$ cat config.mk
export PLATFORM = sky130hd
export DESIGN_NAME = tw_sclk_gen
export DESIGN_NICKNAME = d
export VERILOG_FILES = /design/src/rtl/tw_sclk_gen.sv
export SDC_FILE = /design/constraint.sdc
export NUM_CORES = 1
export LEC_CHECK = 0
export ABC_AREA = 1
export BUFFER_PORTS_ARGS = -buffer_cell sky130_fd_sc_hd__buf_2
export CELL_PAD_IN_SITES_DETAIL_PLACEMENT = 1
export CELL_PAD_IN_SITES_GLOBAL_PLACEMENT = 2
export CORE_MARGIN = 5
export CORE_UTILIZATION = 40
export CTS_BUF_LIST = sky130_fd_sc_hd__clkbuf_8
export DETAILED_ROUTE_END_ITERATION = 10
export GPL_TIMING_DRIVEN = 0
export HOLD_SLACK_MARGIN = 0.08
export PLACE_DENSITY = 0.93
export SLEW_MARGIN = 10
export SYNTH_ARGS = -nofsm -noshare
export SYNTH_HDL_FRONTEND = slang
export SYNTH_SLANG_ARGS = --single-unit
$ cat constraint.sdc
create_clock -name clk -period 4.2 [get_ports clk]
set_input_delay 0 -clock clk [delete_from_list [all_inputs] [get_ports clk]]
set_output_delay 0 -clock clk [all_outputs]
set_load 0.01 [all_outputs]
$ cat src/rtl/tw_sclk_gen.sv
// SCL clock generator for a two-wire master: four quarter-period phases,
// open-drain drive, optional slave clock stretching, deferred prescale reload.
module tw_sclk_gen #(
    parameter int          CNT_W        = 16,
    parameter int unsigned DEF_PRESCALE = 249,
    parameter bit          STRETCH_EN   = 1'b1
) (
    input  logic             clk,
    input  logic             async_rst,
    input  logic             sync_rst,
    input  logic [CNT_W-1:0] prescale,
    input  logic             prescale_ld,
    input  logic             sclk_en,
    input  logic             sclk_in,
    output logic             sclk_oe,
    output logic [1:0]       phase,
    output logic             ph_stb,
    output logic             stretched,
    output logic             busy
);

    typedef enum logic [1:0] {
        ST_IDLE    = 2'd0,
        ST_RUN     = 2'd1,
        ST_STRETCH = 2'd2
    } state_t;

    state_t           state_q, state_d;
    logic [1:0]       phase_q, phase_d;
    logic [CNT_W-1:0] cnt_q, cnt_d;
    logic [CNT_W-1:0] pre_q, pre_d;
    logic [CNT_W-1:0] pend_q, pend_d;
    logic             pend_vld_q, pend_vld_d;
    logic             ph_stb_q, ph_stb_d;
    logic             sync1_q, sync2_q;
    logic             sclk_s;
    logic [CNT_W-1:0] pre_eff;
    logic             cnt_end;

    assign sclk_s  = sync2_q;
    // A zero prescale would give a 1-cycle quarter; clamp to a 2-cycle minimum.
    assign pre_eff = (pre_q == '0) ? CNT_W'(1) : pre_q;
    assign cnt_end = (cnt_q == pre_eff);

    always_comb begin
        state_d    = state_q;
        phase_d    = phase_q;
        cnt_d      = cnt_q;
        pre_d      = pre_q;
        pend_d     = pend_q;
        pend_vld_d = pend_vld_q;
        ph_stb_d   = 1'b0;

        case (state_q)
            ST_IDLE: begin
                phase_d    = 2'd3;
                cnt_d      = '0;
                pend_vld_d = 1'b0;
                if (prescale_ld) pre_d = prescale;
                if (sclk_en) begin
                    state_d = ST_RUN;
                    phase_d = 2'd0;
                end
            end
            ST_RUN: begin
                if (prescale_ld) begin
                    pend_d     = prescale;
                    pend_vld_d = 1'b1;
                end
                if (STRETCH_EN && phase_q == 2'd2 && !sclk_s) begin
                    state_d = ST_STRETCH;
                end else if (cnt_end) begin
                    cnt_d = '0;
                    if (phase_q != 2'd3) begin
                        phase_d  = phase_q + 2'd1;
                        ph_stb_d = 1'b1;
                    end else begin
                        // Period boundary: commit the held prescale; a load in
                        // this same cycle stays pending for the next boundary.
                        if (pend_vld_q) pre_d = pend_q;
                        pend_vld_d = prescale_ld;
                        if (sclk_en) begin
                            phase_d  = 2'd0;
                            ph_stb_d = 1'b1;
                        end else begin
                            state_d    = ST_IDLE;
                            pend_vld_d = 1'b0;
                            if (prescale_ld) pre_d = prescale;
                        end
                    end
                end else begin
                    cnt_d = cnt_q + CNT_W'(1);
                end
            end
            ST_STRETCH: begin
                if (prescale_ld) begin
                    pend_d     = prescale;
                    pend_vld_d = 1'b1;
                end
                if (sclk_s) begin
                    state_d = ST_RUN;
                    cnt_d   = '0;
                end
            end
            default: begin
                state_d = ST_IDLE;
                phase_d = 2'd3;
                cnt_d   = '0;
            end
        endcase

        if (sync_rst) begin
            state_d    = ST_IDLE;
            phase_d    = 2'd3;
            cnt_d      = '0;
            pre_d      = CNT_W'(DEF_PRESCALE);
            pend_d     = '0;
            pend_vld_d = 1'b0;
            ph_stb_d   = 1'b0;
        end
    end

    always_ff @(posedge clk or negedge async_rst) begin
        if (!async_rst) begin
            state_q    <= ST_IDLE;
            phase_q    <= 2'd3;
            cnt_q      <= '0;
            pre_q      <= CNT_W'(DEF_PRESCALE);
            pend_q     <= '0;
            pend_vld_q <= 1'b0;
            ph_stb_q   <= 1'b0;
            sync1_q    <= 1'b1;
            sync2_q    <= 1'b1;
        end else begin
            state_q    <= state_d;
            phase_q    <= phase_d;
            cnt_q      <= cnt_d;
            pre_q      <= pre_d;
            pend_q     <= pend_d;
            pend_vld_q <= pend_vld_d;
            ph_stb_q   <= ph_stb_d;
            sync1_q    <= sync_rst ? 1'b1 : sclk_in;
            sync2_q    <= sync_rst ? 1'b1 : sync1_q;
        end
    end

    // Drive low in phases 0/1 only; STRETCH always sits in phase 2 so it releases.
    assign sclk_oe   = (state_q != ST_IDLE) && !phase_q[1];
    assign phase     = phase_q;
    assign ph_stb    = ph_stb_q;
    assign stretched = (state_q == ST_STRETCH);
    assign busy      = (state_q != ST_IDLE);

endmodule

Yosys cells after proc, flatten, opt, wreduce, memory -nomap -nowiden
Cells that the tools add are included.
{"block": "op_classes", "n_addsub": 2, "eq_ne": 16, "n_mux": 47, "reduce_logical": 17}
{"operator": "16-bit two-way mux", "count": 15}
{"operator": "16-bit case mux with 2 select lines", "count": 2}
{"operator": "2-bit two-way mux", "count": 13}
{"operator": "16-bit by 1-bit adder with 16-bit output, second input constant", "count": 1}
{"operator": "16-bit == test", "count": 1}
{"operator": "16-bit zero test", "count": 1}
{"operator": "4-bit inequality test, second input constant", "count": 4}
{"operator": "3-bit inequality test, second input constant", "count": 5}
{"operator": "1-bit two-way mux", "count": 14}
{"operator": "2-bit case mux with 3 select lines", "count": 2}
{"operator": "5-bit AND reduction", "count": 2}
{"operator": "2-bit nonzero test", "count": 3}
{"operator": "2-bit == test, second input constant", "count": 2}
{"operator": "2-bit inequality test, second input constant", "count": 2}
{"operator": "2-bit AND reduction", "count": 2}
{"operator": "4-bit AND reduction", "count": 1}
{"operator": "4-bit nonzero test", "count": 1}
{"operator": "3-bit by 2-bit inequality test with 1-bit output, second input constant", "count": 1}
{"operator": "1-bit case mux with 3 select lines", "count": 1}
{"operator": "3-bit nonzero test", "count": 1}
{"operator": "2-bit by 1-bit adder with 2-bit output, second input constant", "count": 1}
{"operator": "2-bit by 1-bit == test with 1-bit output, second input constant", "count": 1}
{"operator": "1-bit logical AND", "count": 2}
{"operator": "1-bit zero test", "count": 2}
{"operator": "other kinds (2)", "count": 2}
{"block": "totals", "regBits": 56, "inputBits": 22, "out_inout_bits": 6, "wordCells": 91}

Logic depth before layout (Yosys ltp)
Gate-level depths: netlist of the first run.
{"block": "logic_depth", "ltp_word": 8, "depth_mapped": 14, "mapped_depth_nobuf": 14}

Least setup slack after synthesis of the first run
Ideal clock, no wire load.
{"block": "synth_timing", "path_kind": "flip-flop to flip-flop", "startpoint": "reg phase_q[0], in the netlist phase[0]", "endpoint": "reg cnt_q[5]", "setup_ns": 0.133, "arrival_ns": 1.784, "t_required_ns": 4.067, "slack_ns": 2.283, "path_stages_with_launch": 13, "n_path_buf": 0, "synth_period_minus_slack_ns": 1.917, "cell_sequence": "dfstp_2 inv_1 ha_1 nand2_1 inv_1 nand2_2 nand2_2 or2_1 nor2_1 inv_1 nor2_1 xnor2_1 a21oi_1"}
{"block": "synth_between", "elab_chain_len": 4}
{"item": "start, declared", "line_no": "29", "rtl": "logic [1:0] phase_q, phase_d;"}
{"item": "start signal, assigned", "line_no": "136", "rtl": "phase_q <= phase_d;"}
{"item": "2-bit == test", "line_no": "70", "rtl": "if (STRETCH_EN && phase_q == 2'd2 && !sclk_s) begin"}
{"item": "1-bit logical AND", "line_no": "70"}
{"item": "3-bit inequality test (no source line)"}
{"item": "2-bit AND reduction (no source line)"}
{"item": "end signal, assigned", "line_no": "137", "rtl": "cnt_q <= cnt_d;"}
{"item": "end, declared", "line_no": "30", "rtl": "logic [CNT_W-1:0] cnt_q, cnt_d;"}
Every way passes these cells.
A chain may end at the register's enable or synchronous reset.

Final worst setup path of the first run
{"block": "layout_timing", "startpoint": "reg phase_q[0], in the netlist phase[0]", "endpoint": "reg cnt_q[2]"}
The elaborated chain is that of the path after synthesis.

==> impl_metrics.csv, run 1 <==
group,metric,value,unit
setup_path,crit_path_end_kind,"flip-flop",
detailed_routing,dr.pass1.iters,4,
power,p_total,2.01,mW
floorplanning,dieHeight,101,µm
power,peakVddDrop,0.206,mV
job,maxCapViolCount,0,
floorplanning,num_rows,33,
timing,grt_setup_unrepaired,"no",
power,power.leakage,1.78,nW
detailed_routing,vias,2973,
finish,area_growth,17.0,%
power,p_switching,831,µW
detailed_routing,vias_per_cell,5.23,
logic_synthesis,synth_ff_type,"dfrtp_1",
logic_synthesis,synth_edf_count,0,
timing,fmax,436,MHz
place,port_buffers,26,
logic_synthesis,yosys_warnings,0,
clock_network,cts_buffer_depth,2,
power,clock_power_share,18.2,%
global_routing,grt_overflow,0,
clock_network,htree_num_levels,2,
finish,num_antenna_cells,0,
logic_synthesis,syn-mean-instance-area,8.09,µm²
detailed_routing,wl_per_cell,16.2,µm
logic_synthesis,synthCells,410,
clock_network,clk_pin_slew,0.10,ns
global_routing,grt_pass1_vias,3216,
floorplanning,die_area,0.0102,mm²
global_routing,grt_max_degree,57,
logic_synthesis,syn_area,0.00332,mm²
logic_synthesis,yosys.cell_types.count,38,
worst_hold_path,hp-class,"in2reg",
setup_path,start_kind,"flip-flop",
logic_synthesis,synth-seq-cells,56,
clock_network,cts-root-buf,"clkbuf_8",
setup_path,crit_fanout,10,
power,powerDensity,517,mW/mm²
power,seqPwrFrac,41.1,%
run_status,outcome,"finished clean",
global_routing,grt_pass1_wl,15700,µm
setup_path,worstPathArrival,2.50,ns
clock_network,worstSkewPairLatency,0.31,ns
setup_path,crit_required,4.41,ns
detailed_routing,drc,0,
timing,slew_violations,0,
place,dp_hpwl,6720,µm
timing,hold_viol,0,
place,gp_congestion,0.852,
clock_network,clkSinkCount,56,
power,power.share.combinational,40.7,%
power,p_sw_share,41.4,%
clock_network,cts-buffers-inserted,5,
timing,skew,0.00367,ns
timing,setup_tns,0,ns
timing,worst_hold_slack,0.105,ns
timing,fin_crit_sh,54.6,%
setup_path,critical_path_class,"reg2reg",
power,intPower,1.17,mW
floorplanning,die_w,101,µm
logic_synthesis,ys_seq_area_share,42.6,%
detailed_routing,wl,9220,µm
detailed_routing,drtAntennaViolNets,0,
setup_path,cpPeakStageDelay,0.58,ns
clock_network,cts_tree,"built",
timing,relSlewSlack,51.5,%
setup_path,cpMaxStageDelayCell,"dfstp_2",
global_routing,antenna_found_initial,0,
floorplanning,core,0.00813,mm²
timing,finalSetupViolations,0,
logic_synthesis,synthArstFlopShare,100,%
floorplanning,io_pins,28,
finish,layout.nets,491,
finish,nFillCells,982,
finish,multi_input_area,0.00168,mm²
floorplanning,start_util,40.8,%
global_routing,grt_usage,19.2,%
finish,drive_gt1_share,17.9,%
timing,layout_min_cycle_time,2.29,ns
clock_network,cts_resized,0,
finish,final-seq-area,0.00141,mm²
timing,tightest_slew,0.728,ns
setup_path,r2r_slack,1.91,ns
logic_synthesis,syn-num-nets,439,
detailed_routing,drt_iter0_drc,85,
setup_path,worstPathCellList,"inv_1 > ha_1 > nand2_1 > inv_1 > nand2_2 > nand2_2 > inv_2 > clkbuf_1 > nand2_1 > o21ai_0 > a21oi_1",
## placed cells by master (no fill, tap or decap), drive strengths merged
cell,Yosys,final
a211oi,8,8
a21oi,24,24
a31oi,8,8
and3,3,3
and3b,1,1
buf,6,32
bufinv,0,1
clkbuf,12,17
clkinv,1,1
dfrtp,46,46
dfstp,10,10
dlygate4sd3,0,19
ha,7,7
inv,33,35
nand2,111,111
nand3,24,24
nand4,4,4
nor2,28,28
nor3,5,5
nor4,3,3
o211ai,8,8
o21ai,40,40
o21bai,2,2
or2,4,4
xnor2,6,6
xor2,16,16
## kinds of logic after synthesis
kind of cell / share of synthesized area (%)
fa+ha+maj: 2.64
xor+xnor: 5.81
compound gates: 17.4
simple gates: 24.7
buf+inv: 6.90
flops: 42.6
## state kept, by name, indices dropped and copies added (netlist names)
name / flops
sync1_q: 1
cnt_q: 16
pend_vld_q: 1
phase: 2
pre_q: 16
state_q: 2
sclk_s: 1
ph_stb: 1
pend_q: 16
## power groups by stage
| stage | Clock [mW] | Combinational [mW] | Sequential [mW] |
|---|---|---|---|
| after global placement | 0 | 0.770 | 0.827 |
| final | 0.365 | 0.816 | 0.825 |
| after floorplan | 0 | 0.600 | 0.792 |
| after CTS | 0.376 | 0.825 | 0.826 |
| after detailed placement | 0 | 0.805 | 0.836 |
| after global routing | 0.398 | 0.911 | 0.847 |
## synth_stat cells (3+ instances only)
master	n	area share (%)
a211oi_1	8	1.8
a21oi_1	24	3.6
a31oi_1	8	1.5
and3_1	3	0.57
buf_6	4	1.4
clkbuf_1	12	1.4
dfrtp_1	46	35
dfstp_2	10	7.9
ha_1	7	2.6
inv_1	30	3.4
inv_2	3	0.34
nand2_1	106	12
nand2_2	5	0.94
nand3_1	22	3.3
nand4_1	3	0.57
nor2_1	27	3.1
nor3_1	3	0.45
o211ai_1	8	1.8
o21ai_0	22	3.3
o21ai_2	16	4.2
or2_2	3	0.57
xnor2_1	6	1.6
xor2_1	16	4.2
## timing repair
action | 4_1_cts | 5_1_grt
hold endpoints to repair | 81 | 0
hold buffers | 19 | 0
setup buffers | 0 | 0
setup endpoints to repair | 0 | 0
## metal layers
metal,GRT usage [%],part of all wire [%],vias to the layer above
met3,2.42,2.3,9
met4,3.48,0.81,0
met2,34.1,51,36
met1,25.2,46,1471
li1,-,-,1457
met5,0,0,-
## layout make-up
type                    instances  share of cell area (%)
multi-input cells             302                    43.1
flip-flops and latches         56                    36.4
repair buffers                 45                    8.31
well taps                     105                    3.38
inverters                      34                    3.29
plain buffers                  18                    2.61
clock buffers                   5                    1.77
clock inverters                 3                    1.10
## worst paths after layout
path,startpoint,end,cells after the start
max,phase[0]$_DFFE_PN1P_,cnt_q[2]$_DFFE_PN0P_,11
min,prescale_ld,pend_vld_q$_DFFE_PN0P_,5
max reg2reg,phase[0]$_DFFE_PN1P_,cnt_q[2]$_DFFE_PN0P_,11
min reg2reg,pre_q[0]$_DFFE_PN1P_,pre_q[0]$_DFFE_PN1P_,2
max in group asynchronous,async_rst,pend_vld_q$_DFFE_PN0P_,2
min in group asynchronous,async_rst,cnt_q[13]$_DFFE_PN0P_,2
## worst max-delay path, delay by kind of cell (launching register included)
family | cells | cell delay, ns
and+or+nand+nor | 4 | 0.54
DFF | 1 | 0.58
adders and majority gates | 1 | 0.20
AOI/OAI and AO/OA | 2 | 0.24
buffers and inverters | 4 | 0.65
## per-stage QoR
step	util, %	worst slack, ns	instance area [µm²]	instances
after floorplan	-	2.28	3320	410
after global placement	44.0	1.95	3580	541
after detailed placement	44.0	1.92	3580	541
after CTS	47.7	1.87	3880	568
after global routing	47.7	1.73	3880	568
final	47.7	1.91	3880	568
Power figures use the tool's default switching activity.
==> run 2, diff against run 1 <==
CORE_UTILIZATION = 34   (was 40)
PLACE_DENSITY = 0.85   (was 0.93)
clock period = 1.95 ns   (was 4.2 ns; I/O delays follow)
==> run 2 against run 1 <==
The run now ends with setup timing left. Critical path type unchanged. Critical endpoint is now pre_q[1]$_DFFE_PN0P_. Clock power grew 130%. Utilization shrank 1.8 points. Wire length grew 9.4%. Combinational power grew to 3.0 times the previous value. Design area grew 14%. Sequential cell count is the same.
==> impl_metrics.csv, run 2 (synthesis gave the netlist of run 1 again) <==
group,metric,value,unit
run_status,failed_checks,"setup timing",
floorplanning,die_area,0.0118,mm²
timing,skew,0.0116,ns
setup_path,worstPathCellList,"nor2_1 > nand2_1 > nor2_1 > nand2_1 > nand2_1 > nand2_1 > nand2_2 > nand4_4 > o21bai_4 > nand3_4 > buf_8 > nand2_1 > o21ai_2",
power,peakVddDrop,0.501,mV
clock_network,clk_pin_slew,0.11,ns
clock_network,worstSkewPairLatency,0.31,ns
power,power.leakage,2.02,nW
clock_network,htree_num_levels,2,
timing,setup_slack,-0.00178,ns
setup_path,crit_family,"simple AND/OR/NAND/NOR gates",
place,dp_hpwl,6910,µm
global_routing,grt_usage,17.9,%
finish,layout_common_cells,"95 x nand2_1, 38 x dfrtp_1, 37 x buf_4, 27 x inv_1, 25 x buf_2",
timing,worst_hold_slack,0.160,ns
timing,fmax,512,MHz
global_routing,antenna_found_initial,0,
setup_path,cpMaxStageDelayCell,"dfrtp_1",
power,powerDensity,1130,mW/mm²
finish,drive_gt1_share,32.2,%
timing,fin_crit_sh,100,%
place,gp_congestion,0.828,
setup_path,critical_path_class,"reg2reg",
global_routing,grt_overflow,0,
timing,setup_tns,-0.00178,ns
setup_path,crit_path_frequent_cell,"nand2_1",
floorplanning,io_pins,28,
place,place_area,0.00362,mm²
timing,tightest_slew,0.772,ns
setup_path,crit_fanout,10,
floorplanning,start_util,34.4,%
finish,final_common_cell,"nand2_1",
floorplanning,core,0.00964,mm²
timing,hold_viol,0,
detailed_routing,vias,3086,
setup_path,cpPeakStageDelay,0.47,ns
clock_network,cts-root-buf,"clkbuf_8",
setup_path,crit_required,2.16,ns
floorplanning,dieHeight,109,µm
floorplanning,die_w,109,µm
floorplanning,num_rows,36,
clock_network,clkSinkCount,56,
run_status,outcome,"complete, but fails checks",
timing,relSlewSlack,48.6,%
clock_network,cts_buffer_depth,2,
timing,slew_violations,0,
detailed_routing,vias_per_cell,4.88,
timing,layout_min_cycle_time,1.95,ns
global_routing,grt_pass1_wl,16800,µm
finish,area_growth,33.5,%
global_routing,grt_pass1_vias,3364,
finish,reg_top3,"cnt_q x16, pend_q x16, pre_q x16",
finish,final_cells,633,
clock_network,cts-buffers-inserted,5,
detailed_routing,wl_per_cell,15.9,µm
global_routing,grt_max_degree,57,
finish,num_antenna_cells,0,
clock_network,cts_tree,"built",
detailed_routing,dr.pass1.iters,4,
worst_hold_path,hp-class,"in2reg",
place,port_buffers,26,
job,maxCapViolCount,0,
timing,grt_setup_unrepaired,"yes",
finish,final_area,0.00443,mm²
detailed_routing,drc,0,
timing,finalSetupViolations,1,
detailed_routing,wl,10100,µm
setup_path,critPathBufInv,1,
setup_path,crit_path_end_kind,"flip-flop",
place,dp.cells,569,
setup_path,worstPathArrival,2.16,ns
setup_path,start_kind,"flip-flop",
detailed_routing,drtAntennaViolNets,0,
finish,final_core_util,46.0,%
setup_path,r2r_slack,-0.002,ns
finish,layout.nets,528,
detailed_routing,drt_iter0_drc,118,
[run 2: changes by cell type in the layout (fill, tap and decap cells not counted), sizes merged]
cell,previous run,this run
buf,32,68
clkbuf,17,19
clkinv,1,3
inv,35,32
[run 2: path summary, 6_finish.rpt]
check                           depth (start not counted)             startpoint                     end
worst min-delay path                                    5            prescale_ld  pend_vld_q$_DFFE_PN0P_
worst max register to register                         13  pre_q[11]$_DFFE_PN0P_    pre_q[1]$_DFFE_PN0P_
worst min register to register                          2   pre_q[0]$_DFFE_PN1P_    pre_q[0]$_DFFE_PN1P_
worst max-delay path                                   13  pre_q[11]$_DFFE_PN0P_    pre_q[1]$_DFFE_PN0P_
min in group asynchronous                               2              async_rst   cnt_q[13]$_DFFE_PN0P_
max in group asynchronous                               2              async_rst  state_q[0]$_DFFE_PN0P_
[run 2: per-stage QoR]
step           power [mW]  setup WS [ns]
5_1_grt              5.39         -0.151
2_1_floorplan        3.00         0.0329
4_1_cts              4.60        -0.0142
3_5_place_dp         3.53         -0.334
3_3_place_gp         3.46         -0.323
6_report             5.02       -0.00178
[run 2: final cells by class]
class / count / area (µm²)
Multi-Input combinational cell: 302 / 1840
Timing Repair Buffer: 82 / 622
Clock inverter: 2 / 38.8
Fill cell: 1207 / 5210
Inverter: 34 / 133
Sequential cell: 56 / 1420
Tap cell: 133 / 166
Buffer: 18 / 128
Clock buffer: 6 / 82.6
[run 2: worst reg2reg max path: stages, from the launching register on]
cell and delay, ns:
dfrtp_1 0.47, nor2_1 0.12, nand2_1 0.06, nor2_1 0.10, nand2_1 0.08, nand2_1 0.07, nand2_1 0.07, nand2_2 0.08
nand4_4 0.12, o21bai_4 0.19, nand3_4 0.18, buf_8 0.20, nand2_1 0.07, o21ai_2 0.05
[run 2: report_power, final]
part	total [mW]	switching, mW	internal [mW]
clock network	0.837	0.416	0.421
logic	2.43	1.33	1.10
registers	1.75	0.270	1.48
[run 2: per-layer routing]
metal | wire length [µm] | vias up | track usage, % | part of all wire, %
met2 | 5320 | 35 | 33.1 | 53
met3 | 211 | 7 | 2.01 | 2.1
met5 | 0 | - | 0 | 0
li1 | - | 1532 | - | -
met1 | 4460 | 1512 | 22.3 | 44
met4 | 104 | 0 | 3.97 | 1.0
[run 2: timing repair]
item | in CTS | in global routing
gates cloned | 0 | 1
hold buffers | 19 | 0
pin swaps | 8 | 11
gates resized for setup | 19 | 46
endpoints found under the hold margin | 79 | 0
endpoints found under the setup margin | 36 | 40
buffers inserted | 13 | 23
